<file path="src/rtl/spi_frame_rx.sv">
// rtl/spi_frame_rx.sv - SPI mode-0 target receiving a FRAME_W-bit frame and returning a status byte on sdo
// Optional even-parity bit after the payload: define SPI_PARITY_EN.
module spi_frame_rx #(
    parameter int FRAME_W     = 40,
    parameter int SYNC_STAGES = 2,
    parameter int STAT_W      = 8
) (
    input  logic               clk,
    input  logic               reset,
    input  logic               sck,
    input  logic               sdi,
    input  logic               ce,
    output logic               sdo,
    input  logic [STAT_W-1:0]  status_in,
    output logic [FRAME_W-1:0] frame,
    output logic               frame_valid,
    output logic               frame_err,
    output logic               busy
);

`ifdef SPI_PARITY_EN
    localparam int EXPECTED = FRAME_W + 1;
`else
    localparam int EXPECTED = FRAME_W;
`endif
    localparam int CNT_MAX = FRAME_W + 2;
    localparam int CNT_W   = $clog2(CNT_MAX + 1);
    localparam logic [CNT_W-1:0] EXP_CNT = CNT_W'(EXPECTED);
    localparam logic [CNT_W-1:0] SAT_CNT = CNT_W'(CNT_MAX);

    typedef enum logic [1:0] {
        IDLE,
        SHIFT,
        DONE
    } state_t;

    state_t state, state_nx;

    logic [SYNC_STAGES-1:0] sck_sync, sdi_sync, ce_sync;
    logic                   sck_prev, ce_prev;
    logic [SYNC_STAGES:0]   fill;
    logic                   armed;
    logic [CNT_W-1:0]       count;
    logic [EXPECTED-1:0]    rx;
    logic [STAT_W-1:0]      tx;

    logic sck_s, sdi_s, ce_s;
    logic sck_rise, sck_fall, ce_fall, start;
    logic parity_ok;
    logic [FRAME_W-1:0] payload;

    assign sck_s = sck_sync[SYNC_STAGES-1];
    assign sdi_s = sdi_sync[SYNC_STAGES-1];
    assign ce_s  = ce_sync[SYNC_STAGES-1];

    assign sck_rise = sck_s & ~sck_prev;
    assign sck_fall = ~sck_s & sck_prev;
    assign ce_fall  = ce_prev & ~ce_s;
    // armed remembers a genuine low on ce, so a rise landing in DONE is still taken
    // and a ce already high when reset releases never starts a transaction.
    assign start    = armed & ce_s;
    assign busy     = ce_s;
    assign payload  = rx[EXPECTED-1 -: FRAME_W];

`ifdef SPI_PARITY_EN
    assign parity_ok = ~(^rx);
`else
    assign parity_ok = 1'b1;
`endif

    always_ff @(posedge clk or posedge reset) begin
        if (reset) begin
            sck_sync <= '0;
            sdi_sync <= '0;
            ce_sync  <= '0;
            sck_prev <= 1'b0;
            ce_prev  <= 1'b0;
            fill     <= '0;
        end else begin
            sck_sync <= {sck_sync[SYNC_STAGES-2:0], sck};
            sdi_sync <= {sdi_sync[SYNC_STAGES-2:0], sdi};
            ce_sync  <= {ce_sync[SYNC_STAGES-2:0], ce};
            sck_prev <= sck_s;
            ce_prev  <= ce_s;
            fill     <= {fill[SYNC_STAGES-1:0], 1'b1};
        end
    end

    always_ff @(posedge clk or posedge reset) begin
        if (reset) begin
            state <= IDLE;
        end else begin
            state <= state_nx;
        end
    end

    always_comb begin
        state_nx = state;
        case (state)
            IDLE:    if (start) state_nx = SHIFT;
            SHIFT:   if (ce_fall) state_nx = DONE;
            DONE:    state_nx = IDLE;
            default: state_nx = IDLE;
        endcase
    end

    always_ff @(posedge clk or posedge reset) begin
        if (reset) begin
            armed       <= 1'b0;
            count       <= '0;
            rx          <= '0;
            tx          <= '0;
            sdo         <= 1'b0;
            frame       <= '0;
            frame_valid <= 1'b0;
            frame_err   <= 1'b0;
        end else begin
            frame_valid <= 1'b0;
            frame_err   <= 1'b0;
            // the synchronizer only holds real pin samples once it has refilled after reset
            if (fill[SYNC_STAGES] && !ce_s) begin
                armed <= 1'b1;
            end
            case (state)
                IDLE: begin
                    if (start) begin
                        armed <= 1'b0;
                        count <= '0;
                        rx    <= '0;
                        tx    <= status_in;
                        sdo   <= status_in[STAT_W-1];
                    end
                end
                SHIFT: begin
                    if (sck_rise) begin
                        rx <= {rx[EXPECTED-2:0], sdi_s};
                        if (count != SAT_CNT) begin
                            count <= count + CNT_W'(1);
                        end
                    end
                    if (sck_fall) begin
                        sdo <= tx[STAT_W-2];
                        tx  <= {tx[STAT_W-2:0], 1'b0};
                    end
                end
                DONE: begin
                    sdo <= 1'b0;
                    if (count == EXP_CNT && parity_ok) begin
                        frame       <= payload;
                        frame_valid <= 1'b1;
                    end else begin
                        frame_err <= 1'b1;
                    end
                end
                default: ;
            endcase
        end
    end

endmodule
</file>
<file path="config.mk">
export PLATFORM = sky130hd
export DESIGN_NAME = spi_frame_rx
export DESIGN_NICKNAME = d
export VERILOG_FILES = /design/src/rtl/spi_frame_rx.sv
export SDC_FILE = /design/constraint.sdc
export NUM_CORES = 1
export LEC_CHECK = 0
export CAP_MARGIN = 20
export CORE_MARGIN = 2
export CORE_UTILIZATION = 39
export DETAILED_ROUTE_END_ITERATION = 12
export SLEW_MARGIN = 10
export SYNTH_ARGS = -nofsm -noshare
export SYNTH_HDL_FRONTEND = slang
export SYNTH_SLANG_ARGS = --single-unit
</file>
<file path="constraint.sdc">
create_clock -name clk -period 10.6 [get_ports clk]
set_input_delay 1.59 -clock clk [delete_from_list [all_inputs] [get_ports clk]]
set_output_delay 1.59 -clock clk [all_outputs]
set_load 0.02 [all_outputs]
</file>
# Yosys cells after proc, flatten, opt, wreduce, memory -nomap -nowiden
# Cells that the tools add are included.
# classes
bitwise_logic	7
n_reduce_logical	11
add_sub_neg	1
n_mux	23
eq_ne	9
# op_table
operator	n
40-bit two-way mux	2
40-bit one-hot mux with 2 select lines	1
6-bit two-way mux	3
7-bit two-way mux	2
7-bit one-hot mux with 2 select lines	1
6-bit one-hot mux with 2 select lines	1
2-bit inequality test, second input constant	5
1-bit two-way mux	9
3-bit AND reduction	3
6-bit by 1-bit adder with 6-bit output, second input constant	1
6-bit == test, second input constant	1
6-bit inequality test, second input constant	1
1-bit bitwise AND	4
2-bit two-way mux	2
2-bit one-hot mux with 2 select lines	1
2-bit AND reduction	2
4-bit AND reduction	1
1-bit inverter	3
1-bit one-hot mux with 3 select lines	1
3-bit nonzero test	1
2-bit by 1-bit == test with 1-bit output, second input constant	1
2-bit == test, second input constant	1
2-bit zero test	1
2-bit nonzero test	1
2 further kinds	2
# totals
wordCells	66
reg_bits	110
out_inout_bits	44

# Longest topological paths before layout
# Gate-level depths: netlist (run 1).
# depth
ltp_word	5
ltp_mapped	8
depth_no_buf	6

# Worst setup path before layout (run 1)
# No wires, ideal clock.
# synth_path
path_type	register to output
from	register ce_sync[1]
to	output busy
t_arrival_ns	0.493
path_buffers	0
setup_slack_ns	8.517
stages_incl_launch_ff	1
path_cell_list	dfrtp_1
# synth_lines
element	line	source
start, declared	39	logic [SYNC_STAGES-1:0] sck_sync, sdi_sync, ce_sync;
start signal, assigned	82	ce_sync <= {ce_sync[SYNC_STAGES-2:0], ce};
end, declared	18	output logic busy
# No word-level cell between the ends.

# Worst setup path in the final report (run 1)
# layout_path
from	register ce_sync[1]
to	output busy
# No word-level cell between the ends.

==> metrics, run 1 <==
run status finished, final reports clean; CTS Root Cell clkbuf_16; hold depth 0; largest net degree at the start of global routing 89; drt drc 0; worst min path class reg2reg; Synth area leaders dfrtp_1, mux2_4, nand2_1; clock sink count 110; clock share of power 30.5%; Hold Violations, Final 0; Setup Viol. Count Final 0; CP max stage cell clkdlybuf4s50_1; Crit Path Category reg2out; CP delay by family, top buffers and inverters; max cap viols 0; RSZ-0062 raised after global routing false; Peak VDD IR 0.176 mV; num ports 57; FILL cells 1039; Critical Path RT 9.01 ns; design area 5490 µm²; Combinational Power Share 24.5%; CTS max path bufs 2; Worst Setup End Kind primary output; Routed Antenna Nets 0; DP HPWL 4580 µm; min Tclk post-route 3.01 ns; relative slew slack 46.6%; Sw Pwr 348 µW; GP Congestion 0.706; Seq pwr share 45.0%; Sw Ratio 33.3%; Worst Reg2Reg Path Length in Cells 7; fmax 333 MHz; cell-internal power 697 µW; Post-DP Area 5200 µm²; vias 2740; first-pass GRT wire length 12800 µm; Tot GR Track Use 12.4%; Core Box Area 11400 µm²; skew final 0.00802 ns; CP Max Fanout 6; syn_area_per_cell 12.1 µm²; cell row count 39; H-tree depth 3; DRT Pass-1 Iters 5; #FFs+latches synth 110; Post-Syn Instances 375; Synth area leader dfrtp_1; CTS buffer count 9; Worst-Margin Slew 0.802 ns; Die W 112 µm; Synth Net Count 396; post-synthesis sequential area ratio 60.5%; Lkg Pwr 2.56 nW; total gr overflow 0; diode count 0; final wirelength 7280 µm; Starting Density 39.8%; hold buffer count at cts 0; CTS tree yes; DIE AREA 12500 µm²; Synth Warn # 0; drt first-iter violations 120; Final Net Count 446; layout cells sized above 1 16.0%; input/output buffers 56; PostCTS Resize Cnt 0; post-CTS setup buffers 0; CP Depth 1; mapped cell area 4550 µm²; vias per inst 4.78; Reg clk slew, reported paths 0.07 ns; pwr dens 190 nW/µm²; share of the synthesized area in the top cell type 60.5%; Wirelength per Cell 12.7 µm; CP bufs+invs 1; Setup TNS 0 ns; crit path cell chain clkdlybuf4s50_1; initial antenna violation count 0; Final Max Slew Viols 0; Synth cell types 34; Syn-to-layout area delta 20.8%; die span in y 112 µm; Critical Path Source Type register; slowest stage delay, CP 0.64 ns; Tcrit/Tclk final 28.4%; vias in the first global route 2634; arrival time at the worst endpoint 1.42 ns; Clock Latency Late Sink 0.34 ns
[worst register-to-register path, stage by stage (launching register included)]
cell	delay (ns)
dfrtp_1	0.40
inv_1	0.13
ha_2	0.20
buf_4	0.53
a211o_2	0.25
buf_4	0.55
nor4b_1	0.16
a211o_1	0.25
[Yosys cell counts]
master / instances
a211o_1: 2
a211oi_2: 1
a21boi_2: 1
a21oi_1: 9
a221oi_1: 1
a31oi_1: 1
a41o_1: 1
a41oi_2: 1
and3_1: 3
buf_2: 7
buf_6: 4
clkbuf_1: 10
conb_1: 1
dfrtp_1: 110
ha_1: 8
inv_1: 9
mux2_1: 1
mux2_2: 2
mux2_4: 39
mux2i_1: 8
nand2_1: 87
nand2_2: 1
nand2b_1: 2
nand3_1: 4
nand3b_1: 2
nor2_1: 10
nor2b_1: 2
nor3b_2: 1
nor4b_1: 1
o21ai_0: 37
o21ai_1: 6
o221ai_1: 1
o31ai_1: 1
or4b_1: 1
[power by group through the flow]
stage,Combinational (mW),Clock [mW],Sequential (mW)
floorplan,0.212,0,0.478
global placement,0.256,0,0.477
detailed placement,0.262,0,0.478
CTS,0.263,0.331,0.470
global route,0.293,0.348,0.474
finish,0.256,0.318,0.470
[layout make-up]
class | instances | area (µm²) | area share [%]
clock buffers | 10 | 239 | 4.35
repair buffers | 60 | 591 | 10.7
well taps | 143 | 179 | 3.26
clock inverters | 6 | 50.0 | 0.911
multi-input cells | 235 | 1650 | 30.0
flip-flops and latches | 110 | 2750 | 50.1
inverters | 9 | 36.3 | 0.660
[sequential cells by signal, summed over array words and instances, names as in the netlist]
register and flops:
fill 3, ce_sync 2, frame_valid 1, payload 40, sck_sync 2, state 2
frame 40, sdo 1, frame_err 1, armed 1, sck_prev 1, count 6
tx 7, ce_prev 1, sdi_sync 2
[cells in the final DEF (no fill, tap or decap), drive strengths merged]
master           n
nand2           88
o221ai           1
clkdlybuf4s50   56
a41o             1
inv             12
nand2b           2
clkbuf          10
nor2            10
nor3b            1
a31oi            1
conb             1
o21ai           43
a211o            2
mux2            42
clkinvlp         2
a21boi           1
and3             3
nor4b            1
clkinv           1
nand3b           2
buf              4
nor2b            2
dfrtp          110
o31ai            1
a221oi           1
a41oi            1
a21oi            9
or4b             1
nand3            4
mux2i            8
a211oi           1
ha               8
[path summary, 6_finish.rpt]
path,start,end,slack [ns]
max,ce_sync[1],busy,7.59
min,sdi_sync[0],sdi_sync[1],0.35
max reg2reg,state[1],count[5],8.03
min reg2reg,sdi_sync[0],sdi_sync[1],0.35
max in group asynchronous,reset,sdi_sync[1],7.71
min in group asynchronous,reset,payload[5],1.66
[kinds of logic after synthesis]
family / after synthesis / synth area share [%]
AO/OA/AOI/OAI: 62 / 7.90
adder cells (fa/ha/maj): 8 / 2.20
buffers and inverters: 30 / 3.33
flip-flops: 110 / 60.5
multiplexers: 50 / 15.4
other: 1 / 0.0825
AND/OR/NAND/NOR: 114 / 10.6
[routing by layer]
metal,GRT usage (%),up-vias,share of wire [%]
met5,0,-,0
met1,17.2,1335,50
li1,-,1356,-
met4,3.90,0,0.89
met2,18.9,45,46
met3,3.65,4,3.5
[through the flow]
stage,utilization [%],cells,hold slack [ns],total power [mW],worst slack (ns)
final,48.1,573,0.350,1.04,7.59
after global routing,48.1,573,0.358,1.11,7.44
after CTS,48.1,573,0.352,1.06,7.57
after detailed placement,45.6,557,0.336,0.740,7.25
after global placement,45.6,557,0.333,0.733,7.28
after floorplan,-,375,0.331,0.690,6.11
No activity file was read; power rests on OpenSTA's default activity.
==> inputs of run 2 (changes only) <==
==> constraint.sdc (replaced) <==
create_clock -name clk -period 2.85 [get_ports clk]
set_input_delay 0.4275 -clock clk [delete_from_list [all_inputs] [get_ports clk]]
set_output_delay 0.4275 -clock clk [all_outputs]
set_load 0.02 [all_outputs]
==> run 2 against run 1 <==
Compared with the run above: largest power group unchanged; worst hold slack gained 0.0022 ns; register-to-register slack worse by 7.7 ns; total power rose to 3.9 times the previous value; combinational power rose to 3.8 times the previous value; routed wire length rose by 4.2%; non-clock buffer count increased by 1; critical path depth rose by 5; first-iteration DRC count increased by 12%; largest cell class unchanged; sequential power increased to 3.7 times the previous value; clock power increased to 4.2 times the previous value.
==> metrics, run 2 (synthesis results as in run 1) <==
Core Box Area 11400 µm² (unchanged); Wirelength per Cell 13.2 µm (+4.0%); final wirelength 7590 µm (+4.2%); Setup Viol. Count Final 0 (unchanged); met2 usage 19.4% (+0.53 points); Peak VDD IR 0.501 mV (+190%); die span in y 112 µm (unchanged); post-CTS setup buffers 0 (unchanged); CP Max Fanout 35 (+29); Critical Path RT 3.13 ns (-5.88 ns); input/output buffers 56 (unchanged); worst min path class reg2reg; vias per inst 4.78 (about the same); most common cell after layout, fill and taps aside dfrtp_1; DIE AREA 12500 µm² (unchanged); design area 5570 µm² (+1.3%); fmax 405 MHz; num ports 57 (unchanged); Final Net Count 447 (+0.22%); r2r setup slk 0.38 ns (-7.65 ns); Clock Latency Late Sink 0.34 ns (about the same); Final Max Slew Viols 0 (unchanged); total power 4.04 mW (+290%); clock sink count 110 (unchanged); run status finished, final reports clean; PostCTS Resize Cnt 0 (unchanged); Starting Density 39.8% (unchanged); RSZ-0062 raised after global routing false; diode count 0 (unchanged); Worst-Margin Slew 0.822 ns (+0.0204 ns); vias in the first global route 2622 (-0.46%); commonest non-fill, non-tap cells in the layout dfrtp_1, nand2_1, clkdlybuf4s50_1; Lkg Pwr 2.60 nW (+1.3%); Tot GR Track Use 12.8% (+0.43 points); total gr overflow 0 (unchanged); grt met3 use 2.61% (-1.0 points); hold buffer count at cts 0 (unchanged); Non-Filler Instances 574 (+0.17%); Routed Antenna Nets 0 (unchanged); CTS tree yes; most used routing layer met2; Post-DP Area 5250 µm² (+0.89%); CTS Root Cell clkbuf_16; DRT Pass-1 Iters 4 (-1); Post-Place Cells 558 (+0.18%); CTS buffer count 9 (unchanged); Hold Violations, Final 0 (unchanged); max cap viols 0 (unchanged); Critical Path Source Type register; Crit Path Category reg2reg; DP HPWL 4990 µm (+9.0%); Setup TNS 0 ns (unchanged); relative slew slack 45.1% (-1.5 points); drt first-iter violations 134 (+12%); Reg clk slew, reported paths 0.07 ns (about the same); initial antenna violation count 0 (unchanged); cell row count 39 (unchanged); GP Congestion 0.709 (+0.35%); pwr dens 726 nW/µm² (+280%); layout cells sized above 1 16.0% (-0.037 points); CTS max path bufs 2 (unchanged); skew final 0.00764 ns (-0.000378 ns); GR Util met1 18.1% (+0.90 points); Die W 112 µm (unchanged); Tcrit/Tclk final 86.7%; largest net degree at the start of global routing 55 (-38%); arrival time at the worst endpoint 2.75 ns (+1.33 ns); drt drc 0 (unchanged); first-pass GRT wire length 12900 µm (+1.1%); H-tree depth 3 (unchanged); min Tclk post-route 2.47 ns; Syn-to-layout area delta 22.4%; vias 2743 (+0.11%); Worst Setup End Kind register
-- run 2: cell types whose count changed in the layout (fill, tap and decap cells not counted), sizes merged --
cell | before | now
buf | 4 | 5
bufinv | 0 | 2
clkinv | 1 | 3
inv | 12 | 8
-- run 2: final cells by class --
class / count / area, µm²
flip-flops and latches: 110 / 2750
multi-input cells: 235 / 1650
well taps: 143 / 179
inverters: 9 / 37.5
fillers: 1027 / 5850
repair buffers: 61 / 636
clock inverters: 6 / 86.3
clock buffers: 10 / 229
-- run 2: worst paths after layout --
kind                              from           to  cells after the start
max                           state[1]     count[4]                      6
min                        sdi_sync[0]  sdi_sync[1]                      0
max reg2reg                   state[1]     count[4]                      6
min reg2reg                sdi_sync[0]  sdi_sync[1]                      0
max in group asynchronous        reset     frame[1]                      3
min in group asynchronous        reset    frame[36]                      2
-- run 2: report_power, final --
group          internal [mW]  switching [mW]
combinational          0.299           0.675
sequential              1.68          0.0716
clock                  0.769           0.547
-- run 2: per-layer routing --
| metal | wire length (µm) | vias to the layer above |
|---|---|---|
| met1 | 3870 | 1324 |
| met5 | 0 | - |
| met2 | 3260 | 51 |
| met4 | 115 | 0 |
| li1 | - | 1355 |
| met3 | 336 | 13 |
-- run 2: metrics by stage --
step | util, % | hold slack (ns) | setup WS, ns
2_1_floorplan | - | 0.331 | 1.07
3_3_place_gp | 46.0 | 0.331 | 0.465
3_5_place_dp | 46.0 | 0.336 | 0.383
4_1_cts | 48.8 | 0.353 | 0.367
5_1_grt | 48.8 | 0.358 | 0.0919
6_report | 48.8 | 0.352 | 0.380
-- run 2: worst max-delay path, cell delays in order (launching register included) --
cell,delay [ns]
dfrtp_1,0.40
inv_1,0.13
ha_2,0.50
nor2_1,0.16
a211o_2,0.54
or4b_1,0.56
nand3_1,0.09
